## src/rtl/tt_pkg.sv

```systemverilog
// Shared definitions for the truth-table scanner: scan state encoding and
// the truth-table width derived from the evaluator input count.
package tt_pkg;

   typedef enum logic [1:0] {
      ST_IDLE = 2'd0,
      ST_EVAL = 2'd1,
      ST_DONE = 2'd2
   } tt_state_t;

   // Width of a full truth table for n boolean inputs.
   function automatic int tt_width(input int n);
      return 1 << n;
   endfunction

endpackage

```

## src/rtl/tt_popcount.sv

```systemverilog
// Combinational population count of a truth table, used for the optional
// ones counter of the scanner.
module tt_popcount #(
   parameter int IN_W  = 8,
   parameter int OUT_W = 4
) (
   input  logic [IN_W-1:0]  bits,
   output logic [OUT_W-1:0] cnt
);

   always_comb begin
      cnt = '0;
      for (int i = 0; i < IN_W; i++) begin
         cnt = cnt + OUT_W'(bits[i]);
      end
   end

endmodule

```

## src/rtl/truth_table_scanner.sv

```systemverilog
// Sweeps every input vector of an external boolean evaluator, captures its
// truth table and compares it against an expected minterm mask.
// Optional popcount output is built when TT_ONES_COUNT_EN is defined.
module truth_table_scanner
   import tt_pkg::*;
#(
   parameter  int N_VARS = 3,
   parameter  int SETTLE = 0,
   localparam int TT_W   = tt_width(N_VARS)
) (
   input  logic              clk,
   input  logic              reset,
   input  logic              start,
   input  logic [TT_W-1:0]   mask,
   output logic [N_VARS-1:0] vec,
   input  logic              s_in,
   output logic              busy,
   output logic              done,
   output logic [TT_W-1:0]   tt_table,
   output logic              match
`ifdef TT_ONES_COUNT_EN
   ,
   output logic [N_VARS:0]   ones_cnt
`endif
);

   localparam logic [N_VARS-1:0] VEC_LAST  = N_VARS'(TT_W - 1);
   localparam logic [3:0]        SETTLE_CY = 4'(SETTLE);

   tt_state_t         state;
   logic [3:0]        wcnt;
   logic [TT_W-1:0]   mask_q;
   logic [TT_W-1:0]   table_nxt;
   logic              capture;
   logic              cap_last;

   // Capture happens once the settle wait for the current vector is over.
   assign capture  = (state == ST_EVAL) && (wcnt == SETTLE_CY);
   assign cap_last = capture && (vec == VEC_LAST);

   always_comb begin
      table_nxt      = tt_table;
      table_nxt[vec] = s_in;
   end

   always_ff @(posedge clk) begin
      if (reset) begin
         state    <= ST_IDLE;
         vec      <= '0;
         wcnt     <= '0;
         busy     <= 1'b0;
         done     <= 1'b0;
         tt_table <= '0;
         match    <= 1'b0;
         mask_q   <= '0;
      end else begin
         done <= 1'b0;
         case (state)
            ST_IDLE: begin
               if (start) begin
                  mask_q   <= mask;
                  tt_table <= '0;
                  vec      <= '0;
                  wcnt     <= '0;
                  busy     <= 1'b1;
                  state    <= ST_EVAL;
               end
            end
            ST_EVAL: begin
               if (!capture) begin
                  wcnt <= wcnt + 4'd1;
               end else begin
                  wcnt     <= '0;
                  tt_table <= table_nxt;
                  // Wraps to 0 on the last vector, leaving vec idle at 0.
                  vec      <= vec + 1'b1;
                  if (cap_last) begin
                     // Outputs become valid together with the done pulse.
                     busy  <= 1'b0;
                     done  <= 1'b1;
                     match <= (table_nxt == mask_q);
                     state <= ST_DONE;
                  end
               end
            end
            ST_DONE: begin
               state <= ST_IDLE;
            end
            default: begin
               state <= ST_IDLE;
            end
         endcase
      end
   end

`ifdef TT_ONES_COUNT_EN
   logic [N_VARS:0] pop_nxt;

   tt_popcount #(
      .IN_W  (TT_W),
      .OUT_W (N_VARS + 1)
   ) u_popcount (
      .bits (table_nxt),
      .cnt  (pop_nxt)
   );

   always_ff @(posedge clk) begin
      if (reset) begin
         ones_cnt <= '0;
      end else if (cap_last) begin
         ones_cnt <= pop_nxt;
      end
   end
`endif

endmodule

```

## config.mk

```make
export PLATFORM = sky130hd
export DESIGN_NAME = truth_table_scanner
export DESIGN_NICKNAME = d
export VERILOG_FILES = /design/src/rtl/tt_pkg.sv /design/src/rtl/tt_popcount.sv /design/src/rtl/truth_table_scanner.sv
export SDC_FILE = /design/constraint.sdc
export NUM_CORES = 1
export LEC_CHECK = 0
export CAP_MARGIN = 0
export CORE_MARGIN = 5
export CORE_UTILIZATION = 55
export CTS_CLUSTER_DIAMETER = 50
export DETAILED_ROUTE_END_ITERATION = 10
export HOLD_SLACK_MARGIN = 0.02
export PLACE_DENSITY = 0.87
export REMOVE_ABC_BUFFERS = 1
export SYNTH_ARGS = -nofsm -noshare
export SYNTH_HDL_FRONTEND = slang
export SYNTH_SLANG_ARGS = --single-unit
export TNS_END_PERCENT = 100
```

## constraint.sdc

```tcl
create_clock -name clk -period 4.1 [get_ports clk]
set_input_delay 0.82 -clock clk [delete_from_list [all_inputs] [get_ports clk]]
set_output_delay 0.82 -clock clk [all_outputs]
set_load 0.05 [all_outputs]
```

==> impl_summary.txt, run 1 <==
----------------------------------------------------
[Run status]
  Result of the run ... finished clean

[STA]
  Post-route minimum period ... 2.738 ns
  Setup Skew ... 0.003937 ns
  Final hold viol count ... 0
  Pin slew with the least headroom to its limit ... about 1 ns
  Unrepaired setup endpoints after global routing ... false
  Worst setup margin ... 1.362 ns
  Count of endpoints failing setup in the final report ... 0
  Achievable frequency ... 365.2 MHz
  Max-slew violations ... 0
  Final sum of negative setup slack ... 0 ns
  Normalized max-slew margin ... 0.3374
  Final worst path period share ... 0.6678

[Worst setup path]
  Max FO, Critical Path ... 15
  Number of buffers and inverters on the critical path ... 1
  Critical-path cell with the highest stage delay ... clkdlybuf4s50_1
  Crit-path max cell delay ... 0.91 ns
  Kind of critical path ... register to primary output
  Critical Path Source Type ... register
  WP data arrival ... 1.92 ns
  Family with the most delay on the worst path ... buffers and inverters
  Critical path endpoint category ... primary output
  Required @ worst endpoint ... between 3 and 4 ns
  Chain of cells forming the critical path ... clkdlybuf4s50_1

[Synthesis]
  Post-synthesis area per instance ... 8.122 sq um
  Most used standard cells in the synthesized netlist ... nand2_1 (31), dfxtp_1 (28), a21oi_1 (25)
  Summed instance area of the synthesized netlist ... 0.001470 sq mm
  Number of synthesized register bits ... 28
  Share of async-settable or async-resettable flops after synthesis ... 0
  Most frequent cell after synthesis ... nand2_1
  Count of different cell masters after synthesis ... 42
  Number of synthesized flops with an enable pin ... 0
  Proportion of netlist area held by the largest area contributor ... 0.3813
  Most used flip-flop cell after synthesis ... dfxtp_1
  Synth area leader ... dfxtp_1
  Share of synthesized area occupied by flip-flops and latches ... 0.3813
  Leading cell types by total area after synthesis ... dfxtp_1 (38%), a21oi_1 (8.5%), nand2_1 (7.9%)
  Total number of yosys warnings ... 0
  Syn Inst Count ... approximately 180

[Die]
  Row cnt ... 18
  Initial Utilization ... 0.5828
  Width of the chip ... 61.70 um
  Core footprint ... 0.002522 sq mm
  Top-level I/O count ... 26
  Die Y ... a little over 60 um
  DIE AREA ... ~0.0038 sq mm

[Place]
  Placed cells ... 225
  Count of buffers inserted at the top-level ports ... 25
  Dpl hpwl ... 2427 um
  Global placer's final weighted congestion ... just over 0.9
  Placed instance area ... 0.001694 sq mm
  Pre-CTS setup slack ... 1.498 ns

[Clock network]
  H-tree levels ... 1
  Post-CTS Setup Repair Bufs ... 0
  Total of hold buffers inserted after clock tree synthesis ... 0
  Clk pin slew, worst setup/hold paths ... 0.15 ns
  Post-CTS sizing ... 0
  Maximum buffer depth of the clock tree ... 2
  Clock net sink count ... 28
  TritonCTS clock tree ... built
  Clock root buffer master ... clkbuf_4
  Clock insertion delay at the later pin of the skew report ... ~0.33 ns
  Number of clock buffers inserted by TritonCTS ... 3

[Finish]
  Synth-to-layout area growth ... 17.70%
  Fraction of final layout cells with drive strength greater than 1 ... 0.06030
  Count of inserted antenna diode cells ... 0
  Final Cell Area ... 0.001730 sq mm
  Nets@finish ... 216
  Filler-free cell count of the finished design ... 229
  # fillers ... 214

[Global routing]
  Maximum number of pins on one net before global-route repair ... 28
  Initial antenna violation count ... 0
  GRT Overall Usage ... 0.2047
  Via count of the first global-routing pass ... 1275
  Met1 global-route usage ... 0.2757
  Global-route congestion overflow total ... 0
  Wire length of the first global-routing pass ... 5823 um
  GRT met3 Usage ... 0.03512
  Global routing met2 resource utilization ... 0.3318
  Highest-utilization routing layer at the global route stage ... met2

[Routing]
  Post-DR vias/cell ... 5.838
  Number of search-and-repair iterations in the first detailed-routing pass ... 4
  Drt initial violations ... 56
  Post-DR wirelength/cell ... 15.07 um
  Via count ... 1337
  Antenna Nets Post-Route ... 0
  DRT Wirelength ... 3451 um
  DRC viols ... 0

[Pwr]
  Maximum vdd ir drop ... 0.2150 mV
  Areal power density over the cells ... 297.2 mW/mm^2
  Overall power consumption ... approximately 510 uW
  Static Leakage ... 0.6393 nW

[Hold path]
  Hold/Removal Path Class ... register to register

[Run]
  Number of maximum-capacitance violations ... 0

----------------------------------------------------
-- worst register-to-register path, stage by stage, from the launching register on --
cell,delay (ns)
dfxtp_1,0.67
or3b_1,0.45
a222oi_1,0.41
and3_1,0.24
nand4_1,0.09
o21ai_1,0.14
-- placed cells by master (no fill, tap or decap), drive strengths merged, types with 2 or more instances in the layout --
master | synthesis | final
nand3 | 4 | 4
a21oi | 25 | 25
nand2 | 31 | 31
mux2i | 3 | 3
nand4 | 2 | 2
and3 | 3 | 3
clkdlybuf4s50 | 0 | 25
nor2 | 20 | 20
inv | 3 | 3
nor3 | 2 | 2
o21ai | 10 | 10
xor2 | 6 | 6
dfxtp | 28 | 28
clkbuf | 7 | 4
a211oi | 2 | 2
and2 | 2 | 2
xnor2 | 3 | 3
and2b | 2 | 2
nor3b | 6 | 6
ha | 4 | 4
and3b | 3 | 3
-- metal layers --
layer	up-vias	part of all wire
met5	-	0
met3	4	0.060
met2	46	0.47
met1	627	0.46
met4	0	0.0078
li1	660	-
-- kinds of logic (layout without fill, tap and decap cells) --
| family | count (synthesis) | in the layout | synth area share |
|---|---|---|---|
| multiplexers | 3 | 3 | 0.02043 |
| flip-flops | 28 | 28 | 0.3813 |
| XOR/XNOR | 9 | 9 | 0.05362 |
| buffers and inverters | 14 | 32 | 0.05106 |
| AO/OA/AOI/OAI | 44 | 44 | 0.1728 |
| AND/OR/NAND/NOR | 79 | 79 | 0.2868 |
| adder cells (fa/ha/maj) | 4 | 4 | 0.03404 |
-- worst paths after layout --
check | start | endpoint | slack (ns) | cells past startpoint
worst max-delay path | vec[0] | vec[0] | 1.36 | 1
worst min-delay path | mask_q[3] | mask_q[3] | 0.48 | 2
worst max register to register | vec[2] | match | 2.03 | 5
worst min register to register | mask_q[3] | mask_q[3] | 0.48 | 2
-- through the flow --
| step | hold slack, ns | util |
|---|---|---|
| after CTS | 0.4821 | 0.6860 |
| after floorplan | 0.4420 | - |
| after global routing | 0.5199 | 0.6860 |
| after global placement | 0.4594 | 0.6716 |
| final | 0.4822 | 0.6860 |
| after detailed placement | 0.4619 | 0.6716 |
-- layout make-up --
cell class                 instances  area (sq um)  share of cell area
tap                               30         37.54             0.02169
inverter                           3         11.26            0.006508
clock buffer                       4         36.28             0.02097
timing repair buffer              25         250.2              0.1446
sequential                        28         560.5              0.3239
multi-input combinational        139         834.6              0.4823
-- sequential cells by signal (all words and copies together), names as in the netlist --
signal / flops
state: 2
match: 1
done: 1
busy: 1
wcnt: 4
mask_q: 8
vec: 3
tt_table: 8
-- power breakdown --
part / total [mW] / switching, mW / internal (mW)
clock network: 0.134 / 0.0800 / 0.0544
logic: 0.0877 / 0.0525 / 0.0351
registers: 0.292 / 0.0117 / 0.281
total: 0.514 / 0.144 / 0.370
Power figures use the tool's default switching activity.
==> inputs of run 2 (changes only) <==
--- a/config.mk
+++ b/config.mk
@@ -7,11 +7,11 @@
 export LEC_CHECK = 0
 export CAP_MARGIN = 0
 export CORE_MARGIN = 5
-export CORE_UTILIZATION = 55
+export CORE_UTILIZATION = 51
 export CTS_CLUSTER_DIAMETER = 50
 export DETAILED_ROUTE_END_ITERATION = 10
 export HOLD_SLACK_MARGIN = 0.02
-export PLACE_DENSITY = 0.87
+export PLACE_DENSITY = 0.82
 export REMOVE_ABC_BUFFERS = 1
 export SYNTH_ARGS = -nofsm -noshare
 export SYNTH_HDL_FRONTEND = slang
==> constraint.sdc (replaced) <==
create_clock -name clk -period 2.8 [get_ports clk]
set_input_delay 0.56 -clock clk [delete_from_list [all_inputs] [get_ports clk]]
set_output_delay 0.56 -clock clk [all_outputs]
set_load 0.05 [all_outputs]
==> run 2 against run 1 <==
Net effect:
- die area grew 6.6%
- wire length decreased by 5.8%
- sequential power is 46% higher
- sequential cell count stayed put
- register-to-register slack lost 1.3 ns
- clock power grew 47%
- worst hold slack lost 0.0021 ns
==> impl_summary.txt, run 2 (synthesized netlist as in run 1, its figures left out) <==
----------------------------------------------------
[Routing]
  Number of search-and-repair iterations in the first detailed-routing pass ... 4
  Post-DR vias/cell ... roughly 5.7
  Antenna Nets Post-Route ... 0
  DRC viols ... 0
  Post-DR wirelength/cell ... 14.08 um
  DRT Wirelength ... 3252 um
  Drt initial violations ... 90
  Via count ... ~1300

[Worst setup path]
  Required @ worst endpoint ... 2.24 ns
  Number of buffers and inverters on the critical path ... 1
  Max FO, Critical Path ... 14
  Reg2Reg Launch Point ... wcnt[0]
  Critical-path cell with the highest stage delay ... clkdlybuf4s50_1
  Worst r2r path cells ... 7
  Crit-path max cell delay ... 0.90 ns
  Chain of cells forming the critical path ... clkdlybuf4s50_1
  Family with the most delay on the worst path ... buffers and inverters
  Flop-to-flop setup slack ... 0.74 ns
  Critical path endpoint category ... primary output
  Endpoint of the most critical register-to-register path ... match
  Critical Path Source Type ... register
  WP data arrival ... 1.89 ns
  Kind of critical path ... register to primary output

[Place]
  Global placer's final weighted congestion ... 0.9438
  Count of buffers inserted at the top-level ports ... 25
  Dpl hpwl ... approximately 2400 um
  Pre-CTS setup slack ... ~0.69 ns
  Placed cells ... 227

[Clock network]
  Post-CTS Setup Repair Bufs ... 0
  Clock insertion delay at the later pin of the skew report ... 0.33 ns
  Clk pin slew, worst setup/hold paths ... around 0.14 ns
  Post-CTS sizing ... 0
  Total of hold buffers inserted after clock tree synthesis ... 0
  H-tree levels ... 1
  Number of clock buffers inserted by TritonCTS ... 3
  Clock root buffer master ... clkbuf_4
  Clock net sink count ... 28
  TritonCTS clock tree ... built
  Maximum buffer depth of the clock tree ... 2

[Finish]
  Registers with the most flip-flops ... mask_q (8), tt_table (8), wcnt (4)
  Core occupancy in the finished layout ... 0.6307
  Fraction of final layout cells with drive strength greater than 1 ... 0.06500
  Nets@finish ... approximately 220
  Count of inserted antenna diode cells ... 0
  Filler-free cell count of the finished design ... 231
  Synth-to-layout area growth ... 18.30%
  Commonest non-fill, non-tap cell in the layout ... nand2_1
  Commonest non-fill, non-tap cells in the layout ... nand2_1 (31), dfxtp_1 (28), a21oi_1 (25), clkdlybuf4s50_1 (25), nor2_1 (19)
  # fillers ... 254

[Die]
  Die Y ... 63.69 um
  DIE AREA ... just over 0.004 sq mm
  Top-level I/O count ... 26
  Core footprint ... 0.002758 sq mm
  Row cnt ... 19
  Initial Utilization ... 0.5331
  Width of the chip ... about 64 um

[Pwr]
  Static Leakage ... 0.6441 nW
  Sw power ... 207.7 uW
  Maximum vdd ir drop ... roughly 0.34 mV
  Fraction of power consumed by the clock network ... 0.262
  Portion of total power attributed to combinational logic ... 0.169
  Sw Ratio ... 0.2768
  Total internal power ... 542.6 uW
  Sequential fraction of design power ... 0.569
  Areal power density over the cells ... between 400 and 500 mW/mm^2

[Hold path]
  Start point of the worst hold path ... match
  Worst hold path stage count ... 2
  Worst hold path endpoint ... match
  Hold/Removal Path Class ... register to register

[Global routing]
  Initial antenna violation count ... 0
  Via count of the first global-routing pass ... ~1300
  GRT Overall Usage ... 0.1707
  Wire length of the first global-routing pass ... 5637 um
  Global-route congestion overflow total ... 0
  Maximum number of pins on one net before global-route repair ... 27

[Run]
  Number of maximum-capacitance violations ... 0

[Run status]
  Result of the run ... finished clean

[STA]
  Tightest hold margin ... 0.4801 ns
  Achievable frequency ... 408.6 MHz
  Final worst path period share ... 0.8741
  Worst setup margin ... 0.3524 ns
  Unrepaired setup endpoints after global routing ... false
  Count of endpoints failing setup in the final report ... 0
  Setup Skew ... 0.002496 ns
  Pin slew with the least headroom to its limit ... around 0.51 ns
  Post-route minimum period ... 2.448 ns
  Final sum of negative setup slack ... 0 ns
  Normalized max-slew margin ... 0.6609
  Final hold viol count ... 0
  Max-slew violations ... 0

----------------------------------------------------
run 2: how the worst max path moves through the flow:
stage / to / cells past startpoint / slack [ns] / startpoint
global route: vec[0] / 1 / 0.24 / vec[0]
floorplan: match / 5 / 0.82 / vec[2]
detailed placement: match / 6 / 0.69 / s_in
finish: vec[2] / 1 / 0.35 / vec[2]
global placement: match / 6 / 0.75 / s_in
CTS: vec[0] / 1 / 0.34 / vec[0]
run 2: final cells by class:
| cell class | instances | area (sq um) | share of cell area |
|---|---|---|---|
| multi-input combinational | 139 | 834.6 | 0.4799 |
| sequential | 28 | 560.5 | 0.3223 |
| timing repair buffer | 26 | 257.7 | 0.1482 |
| tap | 31 | 38.79 | 0.02230 |
| clock buffer | 4 | 36.28 | 0.02086 |
| inverter | 3 | 11.26 | 0.006475 |
run 2: per-layer routing:
| layer | global-route usage | up-vias | part of all wire |
|---|---|---|---|
| met2 | 0.2652 | 41 | 0.46 |
| met3 | 0.02309 | 8 | 0.047 |
| li1 | - | 662 | - |
| met1 | 0.2223 | 601 | 0.46 |
| met5 | 0 | - | 0 |
| met4 | 0.1013 | 0 | 0.029 |
run 2: power groups by stage:
stage | Combinational [mW] | Sequential, mW | Clock (mW)
CTS | 0.126 | 0.427 | 0.203
finish | 0.127 | 0.427 | 0.197
global route | 0.139 | 0.430 | 0.228
floorplan | 0.0648 | 0.446 | 0
detailed placement | 0.125 | 0.436 | 0
global placement | 0.122 | 0.434 | 0
run 2: worst register-to-register path, stage by stage, from the launching register on:
cell      delay (ns)
dfxtp_1         0.37
inv_1           0.07
ha_1            0.14
nor3b_4         0.28
nand2_1         0.34
nor3b_1         0.46
o221ai_1        0.20
o21ai_1         0.14
run 2: through the flow:
step	instance area [sq um]	total power, mW
final	1739	0.7503
after CTS	1739	0.7556
after global routing	1739	0.7968
after floorplan	1406	0.5106
after detailed placement	1703	0.5613
after global placement	1703	0.5563
